## src/rtl/pipe_controller.sv

```systemverilog
// pipe_controller: RV32I control decode for a 5-stage pipeline, plus the
// control-side D->E, E->M and M->W registers and Execute-stage branch resolve.
// Decode is purely combinational on op/funct3/funct7b5; everything downstream
// is registered with a synchronous active-low reset.
// Build macro PIPE_CTRL_ILLEGAL_EN adds the IllegalW output and suppresses
// register/memory writes for encodings that are not legal RV32I.
module pipe_controller #(
    parameter int ALUCTRL_W   = 4,
    parameter int RESULTSRC_W = 2,
    parameter int IMMSRC_W    = 3
) (
    input  logic                   clk,
    input  logic                   rst_n,
    input  logic [6:0]             op,
    input  logic [2:0]             funct3,
    input  logic                   funct7b5,
    input  logic                   StallE,
    input  logic                   FlushE,
    input  logic                   ZeroE,
    input  logic                   LtE,
    input  logic                   LtuE,
    output logic [IMMSRC_W-1:0]    ImmSrcD,
    output logic                   ALUSrcAE,
    output logic                   ALUSrcBE,
    output logic [ALUCTRL_W-1:0]   ALUControlE,
    output logic                   ResultSrcE0,
    output logic                   PCSrcE,
    output logic                   PCTgtSrcE,
    output logic                   RegWriteM,
    output logic                   MemWriteM,
    output logic [2:0]             Funct3M,
    output logic                   RegWriteW,
    output logic [RESULTSRC_W-1:0] ResultSrcW
`ifdef PIPE_CTRL_ILLEGAL_EN
    ,
    output logic                   IllegalW
`endif
);

    localparam logic [6:0] OP_LUI    = 7'b0110111;
    localparam logic [6:0] OP_AUIPC  = 7'b0010111;
    localparam logic [6:0] OP_JAL    = 7'b1101111;
    localparam logic [6:0] OP_JALR   = 7'b1100111;
    localparam logic [6:0] OP_BRANCH = 7'b1100011;
    localparam logic [6:0] OP_LOAD   = 7'b0000011;
    localparam logic [6:0] OP_STORE  = 7'b0100011;
    localparam logic [6:0] OP_IMM    = 7'b0010011;
    localparam logic [6:0] OP_REG    = 7'b0110011;

    localparam logic [3:0] ALU_ADD   = 4'b0000;
    localparam logic [3:0] ALU_SUB   = 4'b0001;
    localparam logic [3:0] ALU_AND   = 4'b0010;
    localparam logic [3:0] ALU_OR    = 4'b0011;
    localparam logic [3:0] ALU_XOR   = 4'b0100;
    localparam logic [3:0] ALU_SLT   = 4'b0101;
    localparam logic [3:0] ALU_SLTU  = 4'b0110;
    localparam logic [3:0] ALU_SLL   = 4'b0111;
    localparam logic [3:0] ALU_SRL   = 4'b1000;
    localparam logic [3:0] ALU_SRA   = 4'b1001;
    localparam logic [3:0] ALU_PASSB = 4'b1010;

    localparam logic [2:0] IMM_I = 3'b000;
    localparam logic [2:0] IMM_S = 3'b001;
    localparam logic [2:0] IMM_B = 3'b010;
    localparam logic [2:0] IMM_J = 3'b011;
    localparam logic [2:0] IMM_U = 3'b100;

    localparam logic [1:0] RES_ALU = 2'b00;
    localparam logic [1:0] RES_MEM = 2'b01;
    localparam logic [1:0] RES_PC4 = 2'b10;

    // Execute-stage control word; an all-zero word is a bubble.
    typedef struct packed {
        logic                   reg_write;
        logic [RESULTSRC_W-1:0] result_src;
        logic                   mem_write;
        logic                   jump;
        logic                   branch;
        logic                   jalr;
        logic                   alu_src_a;
        logic                   alu_src_b;
        logic [ALUCTRL_W-1:0]   alu_ctrl;
        logic [2:0]             funct3;
`ifdef PIPE_CTRL_ILLEGAL_EN
        logic                   illegal;
`endif
    } ctrl_e_t;

    typedef struct packed {
        logic                   reg_write;
        logic [RESULTSRC_W-1:0] result_src;
        logic                   mem_write;
        logic [2:0]             funct3;
`ifdef PIPE_CTRL_ILLEGAL_EN
        logic                   illegal;
`endif
    } ctrl_m_t;

    typedef struct packed {
        logic                   reg_write;
        logic [RESULTSRC_W-1:0] result_src;
`ifdef PIPE_CTRL_ILLEGAL_EN
        logic                   illegal;
`endif
    } ctrl_w_t;

    ctrl_e_t    dec;
    logic [2:0] imm_src;
    logic [3:0] alu_op;
    logic [1:0] res_src;
    logic       supported;
    logic       funct7_ok;

    ctrl_e_t ctrl_e_d, ctrl_e_q;
    ctrl_m_t ctrl_m_d, ctrl_m_q;
    ctrl_w_t ctrl_w_d, ctrl_w_q;

    logic taken;

    // Arithmetic ops shared by op and op-imm; sub only exists in register form.
    function automatic logic [3:0] alu_from_funct3(input logic [2:0] f3,
                                                   input logic       f7b5,
                                                   input logic       is_reg);
        logic [3:0] r;
        case (f3)
            3'b000:  r = (is_reg && f7b5) ? ALU_SUB : ALU_ADD;
            3'b001:  r = ALU_SLL;
            3'b010:  r = ALU_SLT;
            3'b011:  r = ALU_SLTU;
            3'b100:  r = ALU_XOR;
            3'b101:  r = f7b5 ? ALU_SRA : ALU_SRL;
            3'b110:  r = ALU_OR;
            default: r = ALU_AND;
        endcase
        return r;
    endfunction

    // Decode: unsupported opcodes fall through with an all-zero control word.
    always_comb begin
        dec       = '0;
        imm_src   = IMM_I;
        alu_op    = ALU_ADD;
        res_src   = RES_ALU;
        supported = 1'b1;
        funct7_ok = 1'b1;
        case (op)
            OP_LUI: begin
                dec.reg_write = 1'b1;
                dec.alu_src_b = 1'b1;
                imm_src       = IMM_U;
                alu_op        = ALU_PASSB;
            end
            OP_AUIPC: begin
                dec.reg_write = 1'b1;
                dec.alu_src_a = 1'b1;
                dec.alu_src_b = 1'b1;
                imm_src       = IMM_U;
            end
            OP_JAL: begin
                dec.reg_write = 1'b1;
                dec.jump      = 1'b1;
                imm_src       = IMM_J;
                res_src       = RES_PC4;
            end
            OP_JALR: begin
                dec.reg_write = 1'b1;
                dec.jump      = 1'b1;
                dec.jalr      = 1'b1;
                dec.alu_src_b = 1'b1;
                res_src       = RES_PC4;
            end
            OP_BRANCH: begin
                dec.branch = 1'b1;
                imm_src    = IMM_B;
                alu_op     = ALU_SUB;
            end
            OP_LOAD: begin
                dec.reg_write = 1'b1;
                dec.alu_src_b = 1'b1;
                res_src       = RES_MEM;
            end
            OP_STORE: begin
                dec.mem_write = 1'b1;
                dec.alu_src_b = 1'b1;
                imm_src       = IMM_S;
            end
            OP_IMM: begin
                dec.reg_write = 1'b1;
                dec.alu_src_b = 1'b1;
                alu_op        = alu_from_funct3(funct3, funct7b5, 1'b0);
                // instr[30] is ordinary immediate data except on shifts
                funct7_ok     = !(funct7b5 && funct3 == 3'b001);
            end
            OP_REG: begin
                dec.reg_write = 1'b1;
                alu_op        = alu_from_funct3(funct3, funct7b5, 1'b1);
                funct7_ok     = !funct7b5 || funct3 == 3'b000 || funct3 == 3'b101;
            end
            default: supported = 1'b0;
        endcase
        if (supported) begin
            dec.funct3 = funct3;
        end
        dec.result_src = RESULTSRC_W'(res_src);
        dec.alu_ctrl   = ALUCTRL_W'(alu_op);
`ifdef PIPE_CTRL_ILLEGAL_EN
        dec.illegal = !supported || !funct7_ok;
        if (dec.illegal) begin
            dec.reg_write = 1'b0;
            dec.mem_write = 1'b0;
        end
`endif
    end

    assign ImmSrcD = IMMSRC_W'(imm_src);

    // D->E: flush loads a bubble and wins over stall; stall holds.
    always_comb begin
        ctrl_e_d = ctrl_e_q;
        if (FlushE) begin
            ctrl_e_d = '0;
        end else if (!StallE) begin
            ctrl_e_d = dec;
        end
    end

    // E->M: a held E instruction sends a bubble so it reaches M only once.
    always_comb begin
        ctrl_m_d.reg_write  = ctrl_e_q.reg_write;
        ctrl_m_d.result_src = ctrl_e_q.result_src;
        ctrl_m_d.mem_write  = ctrl_e_q.mem_write;
        ctrl_m_d.funct3     = ctrl_e_q.funct3;
`ifdef PIPE_CTRL_ILLEGAL_EN
        ctrl_m_d.illegal    = ctrl_e_q.illegal;
`endif
        if (StallE && !FlushE) begin
            ctrl_m_d = '0;
        end
    end

    // M->W: always advances.
    always_comb begin
        ctrl_w_d.reg_write  = ctrl_m_q.reg_write;
        ctrl_w_d.result_src = ctrl_m_q.result_src;
`ifdef PIPE_CTRL_ILLEGAL_EN
        ctrl_w_d.illegal    = ctrl_m_q.illegal;
`endif
    end

    // Pipeline control registers with synchronous reset discarding in-flight work.
    always_ff @(posedge clk) begin
        if (!rst_n) begin
            ctrl_e_q <= '0;
            ctrl_m_q <= '0;
            ctrl_w_q <= '0;
        end else begin
            ctrl_e_q <= ctrl_e_d;
            ctrl_m_q <= ctrl_m_d;
            ctrl_w_q <= ctrl_w_d;
        end
    end

    // Branch condition from the registered funct3 and ALU flags.
    always_comb begin
        taken = 1'b0;
        case (ctrl_e_q.funct3)
            3'b000:  taken = ZeroE;
            3'b001:  taken = !ZeroE;
            3'b100:  taken = LtE;
            3'b101:  taken = !LtE;
            3'b110:  taken = LtuE;
            3'b111:  taken = !LtuE;
            default: taken = 1'b0;
        endcase
    end

    // A bubble has branch/jump clear, so it can never redirect fetch.
    assign PCSrcE      = (ctrl_e_q.branch && taken) || ctrl_e_q.jump;
    assign PCTgtSrcE   = ctrl_e_q.jalr;
    assign ALUSrcAE    = ctrl_e_q.alu_src_a;
    assign ALUSrcBE    = ctrl_e_q.alu_src_b;
    assign ALUControlE = ctrl_e_q.alu_ctrl;
    assign ResultSrcE0 = ctrl_e_q.result_src[0];
    assign RegWriteM   = ctrl_m_q.reg_write;
    assign MemWriteM   = ctrl_m_q.mem_write;
    assign Funct3M     = ctrl_m_q.funct3;
    assign RegWriteW   = ctrl_w_q.reg_write;
    assign ResultSrcW  = ctrl_w_q.result_src;
`ifdef PIPE_CTRL_ILLEGAL_EN
    assign IllegalW    = ctrl_w_q.illegal;
`endif

endmodule

```

## config.mk

```make
export PLATFORM = sky130hd
export DESIGN_NAME = pipe_controller
export DESIGN_NICKNAME = d
export VERILOG_FILES = /design/src/rtl/pipe_controller.sv
export SDC_FILE = /design/constraint.sdc
export NUM_CORES = 1
export LEC_CHECK = 0
export ABC_AREA = 1
export ABC_CLOCK_PERIOD_IN_PS = 1250
export BUFFER_PORTS_ARGS = -buffer_cell sky130_fd_sc_hd__clkbuf_2
export CELL_PAD_IN_SITES_DETAIL_PLACEMENT = 1
export CELL_PAD_IN_SITES_GLOBAL_PLACEMENT = 1
export CORE_MARGIN = 2
export CORE_UTILIZATION = 35
export DETAILED_ROUTE_END_ITERATION = 6
export PLACE_DENSITY = 0.77
export SLEW_MARGIN = 0
export SYNTH_ARGS = -nofsm -noshare
export SYNTH_HDL_FRONTEND = slang
export SYNTH_SLANG_ARGS = --single-unit
```

## constraint.sdc

```tcl
create_clock -name clk -period 1.25 [get_ports clk]
set_input_delay 0.3125 -clock clk [delete_from_list [all_inputs] [get_ports clk]]
set_output_delay 0.3125 -clock clk [all_outputs]
set_load 0.02 [all_outputs]
```

==> results.md, run 1 <==
- Htree depth: 1
- Vias: 1559
- IO Pins: 38
- Clock skew: 0.0004611 ns
- Nets@finish: 276
- Register area share after synthesis: 41.19%
- HP Start: rst_n
- Routed WL: 5924 um
- Layout cells sized above 1: 53.70%
- CP Cell Sequence: mux2i_2 > nand2_1 > nand2_1 > o21ai_1 > nand2_1 > nand2_2 > buf_8
- Setup CP Type: reg2out
- Worst Setup Start Kind: flop
- Comb pwr share: 20.9%
- Rows: 21
- Largest net degree at the start of global routing: 16
- Port Buffers: 37
- Internal power: 1334 uW
- Final instance area: 2233 um^2
- CP bufs+invs: 1
- Crit-path max cell delay: 0.38 ns
- Endpoint type of the worst setup path: primary output
- Gr usage total: 24.27%
- Fmax: 0.5737 GHz
- #FFs+latches synth: 26
- Worst skew pair latency: 0.34 ns
- Pleak: 0.001102 uW
- Initial Util: 37.28%
- Largest vdd supply drop: 449.5 uV
- First-pass GRT wire length: 7652 um
- Root buffer cell: clkbuf_4
- Sequential share of power: 46.5%
- ANT cells: 0
- GR Overflow Total: 0
- Post-Syn Area per Cell: 7.305 um^2
- Final Max Slew Viols: 0
- Hold Buf Count CTS: 0
- Setup violators final: 6
- Die Span Y: 64.09 um
- # clock sinks: 26
- Placer congestion estimate: 0.8788
- Final worst slack: -0.4931 ns
- Delay-heaviest family, CP: flip-flops
- Worst flop-to-flop path startpoint: ctrl_e_q[0]
- Most frequent cells in the layout: buf_4 (45), clkbuf_2 (26), dfxtp_1 (24)
- Vias in the first global route: 1583
- WP data arrival: 1.43 ns
- Antenna violations before repair: 0
- Post-DP Area: 1692 um^2
- Syn_nets: 191
- Cell count after synthesis: 173
- Layout area overhead: 76.73%
- Unrepaired setup endpoints after global routing: true
- Yosys cell types: 25
- Die Wd: 64.09 um
- Failing checks: setup timing
- Die Area: 4108 um^2
- Critical path peak fanout: 3
- Clk pwr share: 32.6%
- HP Class: in2reg
- Core area: 3390 um^2
- Max_slew headroom: 75.90%
- Routed vias/inst: 5.145
- Post-route minimum period: 1.743 ns
- Min Hold Slack: 0.2962 ns
- CTS tree: done
- Critical Path RT: 0.94 ns
- Antenna Nets Post-Route: 0
- Fin crit share: 139.4%
- Syn Std Cell Area: 1264 um^2
- DP HPWL: 2859 um
- Yosys synthesis warning count: 0
- Fin Setup TNS: -1.087 ns
- Slowest-stage cell, CP: dfxtp_2
- Iter 0 DRT Violations: 52
- Most common cell after layout, fill and taps aside: buf_4
- Routed WL per cell: 19.55 um
- Max-cap violations: 0
- Fin. Hold Viols: 0
- Drt pass-1 iters: 5
- Clock buffer depth: 2
- PD cells: 817.2 nW/um^2
- Worst-path clk slew: 0.16 ns
- Outcome: finished, violations left
- TritonCTS Buffers: 3
- Sw power: 490.8 uW
- Switching share of power: 26.89%
- Critical Path Most Common Cell: nand2_1
- CP startpoint: ctrl_e_q[2]
- Worst Tran Pin Value: 0.3577 ns
- # DRC: 0
## worst register-to-register path, stage by stage (launching register included)
cell and delay [ns]:
dfxtp_1 0.42, inv_1 0.11, buf_4 0.14, nor2_1 0.11
## cell families (layout without fill, tap and decap cells)
| kind of cell | after synthesis | count (layout) | synth area share, % |
|---|---|---|---|
| multiplexers | 1 | 1 | 0.7921 |
| buffers and inverters | 34 | 118 | 12.28 |
| AND/OR/NAND/NOR | 77 | 77 | 30.30 |
| XOR/XNOR | 1 | 1 | 0.6932 |
| AO/OA/AOI/OAI | 34 | 34 | 14.75 |
| flip-flops | 26 | 26 | 41.19 |
## sequential cells by signal, summed over array words and instances, names as in the netlist, 2 cells and up
name and cells:
ctrl_m_q 2, ALUControlE 4, Funct3M 3, ResultSrcW 2
ctrl_e_q 8
## Yosys cell counts (all sizes together)
library cell	count	area, um^2
o211ai	1	7.510
a211oi	2	20.02
a21oi	15	75.07
clkbuf	1	3.750
xor2	1	8.760
clkinv	1	3.750
o21ai	16	83.83
nand2	37	166.4
buf	8	57.55
mux2i	1	10.01
nand4	2	12.51
nand3	9	60.06
nor2	29	143.9
dfxtp	26	520.5
inv	24	90.09
## worst paths after layout
| path | cells after the start | slack, ns | to |
|---|---|---|---|
| setup / recovery | 7 | -0.49 | PCSrcE |
| hold / removal | 4 | 0.30 | ResultSrcW[1] |
| setup reg to reg | 3 | 0.41 | Funct3M[0] |
| hold reg to reg | 2 | 0.43 | ResultSrcW[1] |
## metal layers
metal	wire (um)	vias up	GRT usage, %
met5	0	-	0
met4	342	0	13.56
met3	305	32	2.641
met2	3167	73	47.40
met1	2108	739	24.59
li1	-	715	-
## through the flow
step	util, %	cells	total power, uW	setup slack (ns)
after floorplan	-	173	979.5	0.01229
final	65.89	303	1825	-0.4931
after CTS	59.91	300	1733	-0.5020
after detailed placement	49.91	279	1105	-0.2335
after global routing	65.89	303	1878	-0.5695
after global placement	49.91	279	1094	-0.1305
## final cells by class
| class | instances | area, um^2 |
|---|---|---|
| flip-flops and latches | 26 | 523.0 |
| clock inverters | 1 | 30.03 |
| multi-input cells | 113 | 758.2 |
| fillers | 410 | 1156 |
| clock buffers | 3 | 22.52 |
| well taps | 46 | 57.56 |
| inverters | 25 | 118.9 |
| repair buffers | 89 | 723.2 |
## power groups by stage
stage | Clock (uW) | Combinational [uW] | Sequential (uW)
global placement | 0 | 230 | 864
global route | 626 | 402 | 850
finish | 594 | 382 | 849
floorplan | 0 | 109 | 871
CTS | 587 | 300 | 847
detailed placement | 0 | 240 | 865
## repair_timing
item	in CTS	in global routing
pin swaps	11	20
setup buffers	17	7
gates resized for setup	41	41
setup endpoints to repair	4	12
Note: power is estimated with default switching activity, not from simulation.
==> run 2, diff against run 1 <==
SKIP_CTS_REPAIR_TIMING = 1   (was not set)
==> run 2 against run 1 <==
- the run still ends with setup timing left
- die area unchanged
- setup slack improved by 0.018 ns
- non-clock buffer count down 10
- routed wire length fell by 35%
- combinational power fell by 23%
- largest cell class unchanged
- largest power group unchanged
==> results.md, run 2 (same netlist as run 1, synthesis figures left out) <==
- Htree depth: 1
- Nets@finish: 266
- Root buffer cell: clkbuf_4
- Slowest-stage cell, CP: dfxtp_2
- CP bufs+invs: 1
- Setup violators final: 4
- Worst Setup Start Kind: flop
- HP Class: in2reg
- Routed WL per cell: 13.09 um
- Hold worst-path end: ResultSrcW[1]
- Clock buffer depth: 2
- Core area: 3390 um^2
- Final Max Slew Viols: 0
- IO Pins: 38
- Multi-input gate area: 658.1 um^2
- Delay-heaviest family, CP: flip-flops
- Final worst slack: -0.4753 ns
- Die Area: 4108 um^2
- Largest register FFs: 8
- R2R cell count: 3
- Largest vdd supply drop: 428.7 uV
- Crit-path max cell delay: 0.38 ns
- # clock sinks: 26
- Failing checks: setup timing
- Max_slew headroom: 80.51%
- CP Cell Sequence: mux2i_2 > nand2_1 > nand2_1 > o21ai_1 > nand2_1 > nand2_2 > buf_6
- DP HPWL: 2859 um
- Antenna Nets Post-Route: 0
- Worst r2r dst: Funct3M[0]
- Fmax: 0.5796 GHz
- Finished Layout Cells: 293
- First-pass GRT wire length: 5485 um
- Min Hold Slack: 0.3092 ns
- Initial Util: 37.28%
- Worst-path clk slew: 0.14 ns
- Gr usage total: 16.90%
- Placer congestion estimate: 0.8788
- PD cells: 876.3 nW/um^2
- Pleak: 0.0009746 uW
- Worst skew pair latency: 0.32 ns
- Antenna violations before repair: 0
- Die Wd: 64.09 um
- Iter 0 DRT Violations: 24
- Port Buffers: 37
- Rows: 21
- Critical Path RT: 0.94 ns
- Placed insts: 279
- R2R Setup Slk: 0.42 ns
- CTS tree: done
- Endpoint type of the worst setup path: primary output
- # DRC: 0
- Hold path depth: 4
- TritonCTS Buffers: 3
- Max-cap violations: 0
- Fin. Hold Viols: 0
- Fin crit share: 138.0%
- Sequential Area: 521.8 um^2
- Critical Path Most Common Cell: nand2_1
- Unrepaired setup endpoints after global routing: true
- Top reg by flops: ctrl_e_q
- Post-route minimum period: 1.725 ns
- Filler instances: 440
- Vias in the first global route: 1303
- Layout area overhead: 54.75%
- HP Start: rst_n
- Routed vias/inst: 4.590
- Setup CP Type: reg2out
- Worst flop-to-flop path startpoint: ctrl_e_q[0]
- GR Overflow Total: 0
- Largest net degree at the start of global routing: 16
- ANT cells: 0
- Die Span Y: 64.09 um
- Vias: 1345
- Routed WL: 3835 um
- Most frequent cells in the layout: buf_4 (43), clkbuf_2 (29), dfxtp_1 (25)
- Drt pass-1 iters: 3
- Critical path peak fanout: 3
- WP data arrival: 1.41 ns
- Layout cells sized above 1: 48.99%
- Worst Tran Pin Value: 0.2906 ns
- Most common cell after layout, fill and taps aside: buf_4
- Clock skew: 0.001498 ns
- Outcome: finished, violations left
[run 2: layout make-up]
| type | instances | share of cell area, % |
|---|---|---|
| inverter | 25 | 5.694 |
| multi-input combinational | 113 | 33.65 |
| clock inverter | 1 | 1.536 |
| tap | 46 | 2.943 |
| timing repair buffer | 79 | 28.34 |
| sequential | 26 | 26.68 |
| clock buffer | 3 | 1.152 |
[run 2: through the flow]
step | util [%] | cell area (um^2) | TNS (ns) | power [uW] | setup slack (ns)
after floorplan | - | 1270 | 0 | 979.5 | 0.01229
after global placement | 49.91 | 1692 | -0.9380 | 1094 | -0.1305
after detailed placement | 49.91 | 1692 | -1.781 | 1105 | -0.2335
after CTS | 51.46 | 1744 | -1.059 | 1676 | -0.6071
after global routing | 57.70 | 1956 | -0.8494 | 1788 | -0.5528
final | 57.70 | 1956 | -0.6531 | 1714 | -0.4753
[run 2: metal layers]
layer  vias up  global-route usage (%)  wire length [um]
met2        32                   33.72              2192
met1       621                   17.92              1457
met3         6                   1.056               124
met5         -                       0                 0
met4         0                   7.181                60
li1        686                       -                 -
[run 2: worst max path at each step]
stage / slack (ns) / depth (start not counted) / endpoint / startpoint
6_report: -0.48 / 7 / PCSrcE / ctrl_e_q[2]
5_1_grt: -0.55 / 7 / PCSrcE / ctrl_e_q[2]
4_1_cts: -0.61 / 6 / PCSrcE / ctrl_e_q[2]
3_5_place_dp: -0.23 / 6 / PCSrcE / ctrl_e_q[2]
3_3_place_gp: -0.13 / 7 / PCSrcE / LtuE
2_1_floorplan: 0.01 / 5 / ImmSrcD[0] / op[3]
[run 2: report_power, final]
group	switching, uW	total (uW)	leakage [uW]	internal, uW
clock network	248	572	0.0000279	324
registers	5.57	846	0.000211	841
logic	164	295	0.000736	131
[run 2: worst min-delay path, cell delays in order]
cell and delay, ns:
clkbuf_2 0.10, buf_4 0.12, nand2_1 0.04, inv_1 0.04
